**src/rtl/pipe_ctrl.sv**
```systemverilog
// Pipeline control unit: stage stall/flush, redirect PC, interrupt detect and control registers.
// Optional HALT state is built only when CPU_CTRL_HALT_EN is defined.
module pipe_ctrl #(
  parameter int ADDR_W = 30,
  parameter int DATA_W = 32,
  parameter int IRQ_W  = 8,
  parameter int EXP_W  = 3
) (
  input  logic              clk,
  input  logic              reset,
  input  logic              if_busy,
  input  logic              mem_busy,
  input  logic              ld_hazard,
  input  logic [IRQ_W-1:0]  irq,
  input  logic [ADDR_W-1:0] mem_pc,
  input  logic              mem_en_,
  input  logic              mem_br_flag,
  input  logic [1:0]        mem_ctrl_op,
  input  logic [EXP_W-1:0]  mem_exp_code,
  input  logic [2:0]        mem_dst_addr,
  input  logic [DATA_W-1:0] mem_out,
  input  logic [2:0]        creg_rd_addr,
  output logic [DATA_W-1:0] creg_rd_data,
  output logic              if_stall,
  output logic              id_stall,
  output logic              ex_stall,
  output logic              mem_stall,
  output logic              if_flush,
  output logic              id_flush,
  output logic              ex_flush,
  output logic              mem_flush,
  output logic [ADDR_W-1:0] new_pc,
  output logic              int_detect,
  output logic              exe_mode
);

  localparam logic [1:0] OP_WRCR = 2'd1;
  localparam logic [1:0] OP_EXRT = 2'd2;

  logic [1:0]        status_r;
  logic [1:0]        pre_status_r;
  logic [ADDR_W-1:0] epc_r;
  logic [ADDR_W-1:0] exp_vector_r;
  logic [EXP_W:0]    cause_r;
  logic [IRQ_W-1:0]  int_mask_r;

  logic stall_s, hold_s, stall_eff_s, halted_s, irq_pend_s;
  logic act_s, exp_s, exrt_s, wrcr_s;

  assign irq_pend_s  = |(irq & ~int_mask_r);
  assign stall_s     = if_busy | mem_busy;
  // A halted core holds every stage until an unmasked request wakes it.
  assign hold_s      = halted_s & ~irq_pend_s;
  assign stall_eff_s = stall_s | hold_s;
  assign act_s       = ~reset & ~mem_en_ & ~stall_eff_s;
  assign exp_s       = act_s & (mem_exp_code != {EXP_W{1'b0}});
  assign exrt_s      = act_s & ~exp_s & (mem_ctrl_op == OP_EXRT);
  assign wrcr_s      = act_s & ~exp_s & (mem_ctrl_op == OP_WRCR);

  assign int_detect  = ~reset & status_r[1] & irq_pend_s & ~halted_s;
  assign exe_mode    = status_r[0];

`ifdef CPU_CTRL_HALT_EN
  typedef enum logic {RUN = 1'b0, HALT = 1'b1} state_t;
  localparam logic [1:0] OP_HALT = 2'd3;
  state_t state_r, state_nxt_s;
  logic   halt_req_s;

  assign halt_req_s = act_s & ~exp_s & (mem_ctrl_op == OP_HALT);
  assign halted_s   = (state_r == HALT);

  // State register
  always_ff @(posedge clk) begin
    if (reset) state_r <= RUN;
    else       state_r <= state_nxt_s;
  end

  // Next-state logic; a HALT retiring on the wake cycle re-enters HALT
  always_comb begin
    state_nxt_s = state_r;
    case (state_r)
      RUN:     if (halt_req_s) state_nxt_s = HALT; else state_nxt_s = RUN;
      HALT:    if (irq_pend_s & ~halt_req_s) state_nxt_s = RUN; else state_nxt_s = HALT;
      default: state_nxt_s = RUN;
    endcase
  end
`else
  assign halted_s = 1'b0;
`endif

  // Stall, flush and redirect generation
  always_comb begin
    if_stall  = 1'b0;
    id_stall  = 1'b0;
    ex_stall  = 1'b0;
    mem_stall = 1'b0;
    if_flush  = 1'b0;
    id_flush  = 1'b0;
    ex_flush  = 1'b0;
    mem_flush = 1'b0;
    new_pc    = {ADDR_W{1'b0}};
    if (reset) begin
      {if_flush, id_flush, ex_flush, mem_flush} = 4'b1111;
    end else if (exp_s) begin
      {if_flush, id_flush, ex_flush, mem_flush} = 4'b1111;
      new_pc = exp_vector_r;
    end else if (exrt_s) begin
      {if_flush, id_flush, ex_flush, mem_flush} = 4'b1111;
      new_pc = epc_r;
    end else begin
      if_stall  = stall_eff_s | ld_hazard;
      id_stall  = stall_eff_s | ld_hazard;
      ex_stall  = stall_eff_s;
      mem_stall = stall_eff_s;
      // Bubble into EX only while the pipe is moving, else EX would lose its op.
      id_flush  = ld_hazard & ~stall_eff_s;
    end
  end

  // Control-register file updates
  always_ff @(posedge clk) begin
    if (reset) begin
      status_r     <= 2'b00;
      pre_status_r <= 2'b00;
      epc_r        <= {ADDR_W{1'b0}};
      exp_vector_r <= {ADDR_W{1'b0}};
      cause_r      <= {(EXP_W+1){1'b0}};
      int_mask_r   <= {IRQ_W{1'b1}};
    end else if (exp_s) begin
      epc_r        <= mem_pc;
      cause_r      <= {mem_br_flag, mem_exp_code};
      pre_status_r <= status_r;
      status_r     <= 2'b00;
    end else if (exrt_s) begin
      status_r     <= pre_status_r;
    end else if (wrcr_s) begin
      case (mem_dst_addr)
        3'd0:    status_r     <= mem_out[1:0];
        3'd1:    pre_status_r <= mem_out[1:0];
        3'd2:    epc_r        <= mem_out[ADDR_W+1:2];
        3'd3:    exp_vector_r <= mem_out[ADDR_W+1:2];
        3'd4:    cause_r      <= mem_out[EXP_W:0];
        3'd5:    int_mask_r   <= mem_out[IRQ_W-1:0];
        default: status_r     <= status_r;
      endcase
    end else begin
      status_r <= status_r;
    end
  end

  // Combinational register read, zero-extended
  always_comb begin
    creg_rd_data = {DATA_W{1'b0}};
    case (creg_rd_addr)
      3'd0:    creg_rd_data[1:0]        = status_r;
      3'd1:    creg_rd_data[1:0]        = pre_status_r;
      3'd2:    creg_rd_data[ADDR_W+1:2] = epc_r;
      3'd3:    creg_rd_data[ADDR_W+1:2] = exp_vector_r;
      3'd4:    creg_rd_data[EXP_W:0]    = cause_r;
      3'd5:    creg_rd_data[IRQ_W-1:0]  = int_mask_r;
      default: creg_rd_data             = {DATA_W{1'b0}};
    endcase
  end

endmodule

```
**config.mk**
```make
export PLATFORM = sky130hd
export DESIGN_NAME = pipe_ctrl
export DESIGN_NICKNAME = d
export VERILOG_FILES = /design/src/rtl/pipe_ctrl.sv
export SDC_FILE = /design/constraint.sdc
export NUM_CORES = 1
export LEC_CHECK = 0
export ABC_CLOCK_PERIOD_IN_PS = 8250
export BUFFER_PORTS_ARGS = -buffer_cell sky130_fd_sc_hd__buf_4
export CORE_AREA = 2 2 115 117
export DETAILED_ROUTE_END_ITERATION = 6
export DIE_AREA = 0 0 117 119
export REMOVE_ABC_BUFFERS = 1
export SYNTH_ARGS = -nofsm -noshare
export SYNTH_HDL_FRONTEND = slang
export SYNTH_SLANG_ARGS = --single-unit
```
**constraint.sdc**
```tcl
create_clock -name clk -period 8.25 [get_ports clk]
set_input_delay 2.0625 -clock clk [delete_from_list [all_inputs] [get_ports clk]]
set_output_delay 2.0625 -clock clk [all_outputs]
set_load 0.03 [all_outputs]
```
### Word-level counts from Yosys, hierarchy flattened

Cells that the tools add are included.
W data, S select, Z words.

* equality and inequality tests: 13
* muxes and demuxes: 34
* bitwise logic cells: 18
* reductions and logical operators: 17

Operators with widths (number)
* $mux W30: 7
* $pmux W24 S2: 1
* $mux W4: 4
* $pmux W2 S4: 2
* $mux W2: 7
* $eq A3 B2 Y1 const B: 4
* $eq A3 B3 Y1 const B: 4
* $mux W1: 12
* $pmux W4 S3: 1
* $reduce_bool A2 Y1: 6
* $and A1 B1 Y1: 9
* $reduce_and A3 Y1: 3
* $and A8 B8 Y8: 1
* $not A8 Y8: 1
* $reduce_and A4 Y1: 2
* $reduce_or A8 Y1: 1
* $eq A3 B1 Y1 const B: 2
* $logic_not A3 Y1: 2
* $not A1 Y1: 5
* $reduce_bool A3 Y1: 1
* $eq A2 B1 Y1 const B: 1
* $eq A2 B2 Y1 const B: 1
* $ne A2 B2 Y1 const B: 1
* $or A1 B1 Y1: 2
* other kinds (2): 2

* register bits after elaboration: 76
* bits of input ports: 88
* output and inout bits: 72
* logic and storage cells: 88

### Logic depth before layout (Yosys ltp)

Gate-level depths: netlist of the first run.

* word-level depth: 10
* gate-level depth with buffers: 8
* gate-level depth less buffers: 4

### Least setup slack after synthesis of the first run

Ideal clock, no wire load.

* kind: in2out
* from: input reset
* to: output new_pc[0]
* arrival time: 3685 ps
* required time: 6188 ps
* setup slack: 2502 ps
* stages on the path: 8
* path buffers: 5
* cells stage by stage: buf_6 or4_4 buf_6 nor2_4 buf_6 buf_8 buf_2 a22o_1

* word-level cells in the longest chain between the ends: 10

RTL lines
* start, declared: RTL line 10 `input logic reset,`
* $not A1 Y1: RTL line 55 `assign act_s = ~reset & ~mem_en_ & ~stall_eff_s;`
* $and A1 B1 Y1 (2 in series): RTL line 55
* $and A1 B1 Y1: RTL line 56 `assign exp_s = act_s & (mem_exp_code != {EXP_W{1'b0}});`
* $not A1 Y1 (no line)
* $and A1 B1 Y1 (2 in series): RTL line 57 `assign exrt_s = act_s & ~exp_s & (mem_ctrl_op == OP_EXRT);`
* $mux W30: RTL line 107 `end else if (exrt_s) begin`
* $mux W30: RTL line 104 `end else if (exp_s) begin`
* $mux W30 *: RTL line 102 `if (reset) begin`
* end, declared: RTL line 32 `output logic [ADDR_W-1:0] new_pc,`

Mark *: on every way between the ends. The rest lies on a longest branch, timed or not.

### Worst setup path after layout of the first run

* from: input reset
* to: output new_pc[3]

The elaborated chain is that of the path after synthesis.

==> reports/metrics.cfg, run 1 <==
[job]
drv_cap=0

[yosys]
netlist_instances=504
synth_ff_type=dfxtp_1
synth_area_leader_cell=dfxtp_1
ys_async_sr_fraction=0
synth_cell_types=44
netlist_area_sq_um=4448
yosysTopAreaCellShare=0.3421
syn_avg_cell_area_sq_um=8.825
ys_warn_count=0
synthTopCellsByArea=dfxtp_1 (34%), mux2i_1 (15%), a221oi_2 (10%)
synth_adder_area_share=0
synth-xor-area-share=0
synth.ff_latch_count=76
synth_edf_count=0
yosys.area_share.simple=0.1584
synth-compound-area-share=0.2602
synth_top_family_by_area=compound AO/OA/AOI/OAI gates
synth-seq-area-share=0.3421
synthMuxAreaShare=0.1657

[timing]
slew_viol_final=0
setup_viol=0
fin_crit_ns=6.525
clock.fmax_ghz=0.1533
rsz0062_at_grt=no
timing.final.hold_violations=0
timing.hold.ws_ns=0.4699
fin_crit_sh=0.7909
fin_tns_setup_ns=0
slew_headroom=0.2067
finClkSkew_ns=0.0001355
tightestPinTransition_ns=1.187

[place]
hpwl_microns=8946
place_congestion=0.7898
portBuffers=159
post_dp_cell_area_sq_um=5663

[floorplanning]
die_y_microns=119
core_sq_um=12870
std_cell_rows=42
die_w_microns=117
start_util=0.3455
die-area_sq_um=13920
io_pins=160

[routing]
firstDrtPassIters=4
drt-initial-drc-count=239
via_per_inst=5.126
drcViolationCount=0
detail-route-antenna-nets=0
vias=4157
post_drt_wl_per_cell_microns=16.37
totalWireLength_microns=13280

[grt]
grt_overflow=0
antenna_found_initial=0
grt.total_usage=0.1913
grt_pass1_vias=4166
grt_pass1_wl_microns=21160
grt_max_degree=75

[clock_network]
clock_sinks=76
clk_path_buf_depth=2
htreeDepth=3
postCtsHoldBufs=0
clk_pin_slew_ns=0.06
root_buffer=clkbuf_16
numCtsBuffers=9
cts_setup_buffers=0
cts_tree=built
insertion_delay_ns=0.33
cts-resized-gates=0

[critical_path]
end_kind=primary output
cp_data_required_time_ns=6.19
arrival_ns=4.46
crit_type=input pin to primary output
critPathMaxFanout=74
worstSetupStartpointType=input pin

[pwr]
leakagePower_nw=2.326
ir_worst_vdd_mv=0.06917
power_density_nw_per_um2=149.0
power_mw=0.8866

[layout]
syn_to_final_growth_pct=33.73
multi_input_area_sq_um=2629
fin_util=0.4620
regArea_sq_um=1521
drive_gt1_frac=0.3465
stdcell_area_sq_um=5948
nFillCells=1269
final_nets=719
diodes=0

[status]
outcome=finished, final reports clean

[min_path]
hold_class=flip-flop to flip-flop

[worst max-delay path: stages]
cell and delay, ns:
buf_4 0.35, or4_4 0.73, nor2_4 0.46, buf_12 0.41, a22o_1 0.21, buf_4 0.16
[state kept, by name, indices dropped and copies added (netlist names)]
register / cells
status_r: 2
epc_r: 30
cause_r: 4
pre_status_r: 2
int_mask_r: 8
exp_vector_r: 30
[power breakdown]
part	internal, mW	total, mW	switching [mW]
combinational	0.0564	0.123	0.0663
clock	0.241	0.386	0.145
sequential	0.374	0.378	0.00481
[synth_stat cells (2+ instances only)]
master,instances
a22o_1,30
a21oi_1,39
mux4_2,2
o21ai_0,9
a221oi_2,30
inv_1,13
nor2b_1,4
buf_4,6
nand2b_1,4
or4_4,2
o22ai_1,2
nand2_1,80
dfxtp_1,76
clkbuf_1,19
buf_2,16
buf_6,6
mux2i_1,68
o31a_1,2
nor2_1,61
a221oi_1,3
a31o_2,2
a311oi_1,2
nor4_1,2
a211oi_1,2
nand3b_1,2
o31ai_1,2
o211ai_1,3
[final cells by class]
| class | count | area share |
|---|---|---|
| inverter | 13 | 0.008204 |
| clock inverter | 2 | 0.005890 |
| sequential | 76 | 0.2558 |
| tap | 176 | 0.03702 |
| multi-input combinational | 367 | 0.4419 |
| clock buffer | 13 | 0.04207 |
| timing repair buffer | 164 | 0.2091 |
[cell families after synthesis]
group | after synthesis
compound gates | 133
buf+inv | 61
simple gates | 163
flops | 76
mux | 71
[placed cells by master, fill, tap and decap left out, types with 4 or more instances in the layout]
cell / count
buf_4: 163
a22o_1: 30
a221oi_2: 30
o21ai_0: 9
nand2b_1: 4
inv_1: 13
nand2_1: 80
dfxtp_1: 76
a21oi_1: 39
mux2i_1: 68
clkbuf_16: 9
nor2_1: 59
nor2b_1: 4
[final timing paths]
check / startpoint / to / slack, ns / cells after the start
worst max-delay path: reset / new_pc[3] / 1.72 / 6
worst min-delay path: cause_r[2] / cause_r[2] / 0.47 / 2
worst max register to register: status_r[1] / status_r[1] / 7.35 / 3
worst min register to register: cause_r[2] / cause_r[2] / 0.47 / 2
[per-stage QoR]
stage / instances / worst slack (ns)
after floorplan: 456 / 1.473
after detailed placement: 796 / 1.733
final: 811 / 1.725
after CTS: 811 / 1.731
after global placement: 796 / 1.764
after global routing: 811 / 1.598
[metal layers]
metal / up-vias / share of wire / track usage
met2: 114 / 0.48 / 0.3143
li1: 2083 / - / -
met4: 0 / 0.012 / 0.05294
met1: 1948 / 0.45 / 0.2564
met3: 12 / 0.050 / 0.03410
met5: - / 0 / 0
(Power assumes the default switching activity.)
==> run 2: changes to the inputs <==
--- a/config.mk
+++ b/config.mk
@@ -5,7 +5,8 @@
 export SDC_FILE = /design/constraint.sdc
 export NUM_CORES = 1
 export LEC_CHECK = 0
-export ABC_CLOCK_PERIOD_IN_PS = 8250
+export ABC_AREA = 1
+export ABC_CLOCK_PERIOD_IN_PS = 5310
 export BUFFER_PORTS_ARGS = -buffer_cell sky130_fd_sc_hd__buf_4
 export CORE_AREA = 2 2 115 117
 export DETAILED_ROUTE_END_ITERATION = 6
==> constraint.sdc (replaced) <==
create_clock -name clk -period 5.31 [get_ports clk]
set_input_delay 1.3275 -clock clk [delete_from_list [all_inputs] [get_ports clk]]
set_output_delay 1.3275 -clock clk [all_outputs]
set_load 0.03 [all_outputs]
==> run 2 against run 1 <==
Compared with the run above:
- non-clock buffer count increased by 7
- area after synthesis increased by 0.65%
- worst hold slack improved by 0.021 ns
- highest routed layer unchanged
- core utilization up 0.81 points
- cell count up 31%
- global-route usage up 2.3 points
- sequential cell count is the same
- setup slack got worse by 0.88 ns
- critical path depth is 2 higher
- clock power grew 59%
- first-iteration DRC count grew 51%
- synthesized cell count rose by 49%
==> reports/metrics.cfg, run 2 <==
[critical_path]
crit_type=input pin to primary output
cpMaxStageDelayCell=nand3_1
critPathMaxFanout=16
critPathMaxStageDelay_ns=0.61
arrival_ns=3.14
cp_data_required_time_ns=3.98
cpMostUsedCell=buf_4
worstSetupStartpointType=input pin
end_kind=primary output
crit_chain=buf_4, inv_1, nand3_1, buf_4, o21ai_0, inv_1, o221ai_1, buf_4

[timing]
setup_viol=0
rsz0062_at_grt=no
tightestPinTransition_ns=0.9818
timing.final.hold_violations=0
finClkSkew_ns=0.0001373
slew_viol_final=0
timing.hold.ws_ns=0.4910
clock.fmax_ghz=0.2240
slew_headroom=0.3454
fin_crit_ns=4.464
fin_crit_sh=0.8406
finalWorstSetupSlack_ns=0.8464

[clock_network]
cts_tree=built
clock_sinks=76
numCtsBuffers=9
root_buffer=clkbuf_16
clk_pin_slew_ns=0.06
htreeDepth=3
insertion_delay_ns=0.32
clk_path_buf_depth=2
cts-resized-gates=0
postCtsHoldBufs=0
cts_setup_buffers=0

[floorplanning]
io_pins=160
die_y_microns=119
core_sq_um=12870
std_cell_rows=42
start_util=0.3477
die_w_microns=117
die-area_sq_um=13920

[yosys]
synth-seq-area-share=0.3399
yosysTopAreaCellShare=0.3399
synthMostInstantiatedCell=nand2_1
synth_ff_type=dfxtp_1
syn_avg_cell_area_sq_um=5.961
synth_area_leader_cell=dfxtp_1
synth.ff_latch_count=76
netlist_top_cells_count=nand2_1 (236), nor2_1 (147), inv_1 (92)
netlist_instances=751
netlist_area_sq_um=4477
synth_edf_count=0
ys_async_sr_fraction=0
synth_cell_types=25
synthTopCellsByArea=dfxtp_1 (34%), nand2_1 (20%), nor2_1 (12%)
ys_warn_count=0

[place]
place_congestion=0.8640
hpwl_microns=9691
place_ws_ns=0.8401
portBuffers=159
dp_cells=1049

[layout]
final_common_cell=nand2_1
layout_common_cells=nand2_1 (235), buf_4 (170), nor2_1 (147)
final_nets=972
fin_util=0.4701
reg_top3=epc_r: 30 flops, exp_vector_r: 30 flops, int_mask_r: 8 flops
instances_no_fill=1065
multi_input_area_sq_um=2365
nFillCells=1429
syn_to_final_growth_pct=35.19
drive_gt1_frac=0.2216
diodes=0
regArea_sq_um=1521

[grt]
grt_pass1_vias=4807
antenna_found_initial=0
grt_overflow=0
grt_max_degree=75
grt_pass1_wl_microns=23680
grt.total_usage=0.2142

[routing]
vias=5030
totalWireLength_microns=14320
drcViolationCount=0
firstDrtPassIters=5
post_drt_wl_per_cell_microns=13.44
drt-initial-drc-count=360
via_per_inst=4.723
detail-route-antenna-nets=0

[pwr]
ir_worst_vdd_mv=0.1159
power_density_nw_per_um2=224.0
power_mw=1.356
leakagePower_nw=3.302

[min_path]
hold_class=flip-flop to flip-flop

[status]
outcome=finished, final reports clean

[job]
drv_cap=0

## run 2: cell types whose count changed in the layout (fill, tap and decap cells not counted), moves of 37 or more
cell and change:
nand3_1 +54, nor2_1 +88, inv_1 +78, nand2_1 +155, o22ai_1 +56, mux2i_1 -68
a21oi_1 -37
## run 2: layer usage
| metal | global-route usage | vias up | share of wire |
|---|---|---|---|
| li1 | - | 2616 | - |
| met1 | 0.2976 | 2224 | 0.46 |
| met2 | 0.3389 | 176 | 0.45 |
| met3 | 0.03359 | 14 | 0.067 |
| met4 | 0.06765 | 0 | 0.017 |
| met5 | 0 | - | 0 |
## run 2: layout make-up
class	instances	area share
Timing Repair Buffer	171	0.2142
Clock buffer	15	0.04424
Sequential cell	76	0.2514
Tap cell	176	0.03639
Multi-Input combinational cell	533	0.3907
Inverter	93	0.05809
Clock inverter	1	0.004962
## run 2: where the power goes
group / leakage, nW / internal (mW) / switching [mW]
Sequential: 0.613 / 0.573 / 0.000758
Combinational: 2.55 / 0.0709 / 0.0960
Clock: 0.144 / 0.391 / 0.224
## run 2: logic make-up after synthesis
kind of cell	after synthesis	share of synthesized area
flip-flops	76	0.3399
AO/OA/AOI/OAI	76	0.1079
AND/OR/NAND/NOR	457	0.4167
buffers and inverters	142	0.1356
## run 2: worst paths after layout
path,startpoint,endpoint,slack (ns),cells after the start
worst max-delay path,creg_rd_addr[2],creg_rd_data[3],0.85,8
worst min-delay path,int_mask_r[6],int_mask_r[6],0.49,2
worst min register to register,int_mask_r[6],int_mask_r[6],0.49,2
worst max register to register,status_r[1],pre_status_r[1],4.51,4
## run 2: per-stage QoR
stage / cell area (sq um) / TNS [ns]
after global routing: 6052 / 0
after detailed placement: 5754 / 0
final: 6052 / 0
after global placement: 5754 / 0
after CTS: 6052 / 0
after floorplan: 4222 / -0.6246
## run 2: worst max-delay path: cells and delay by family
kind | cells | cell delay (ns)
AND/OR/NAND/NOR | 1 | 0.61
AO/OA/AOI/OAI | 2 | 0.25
buffers and inverters | 5 | 0.95
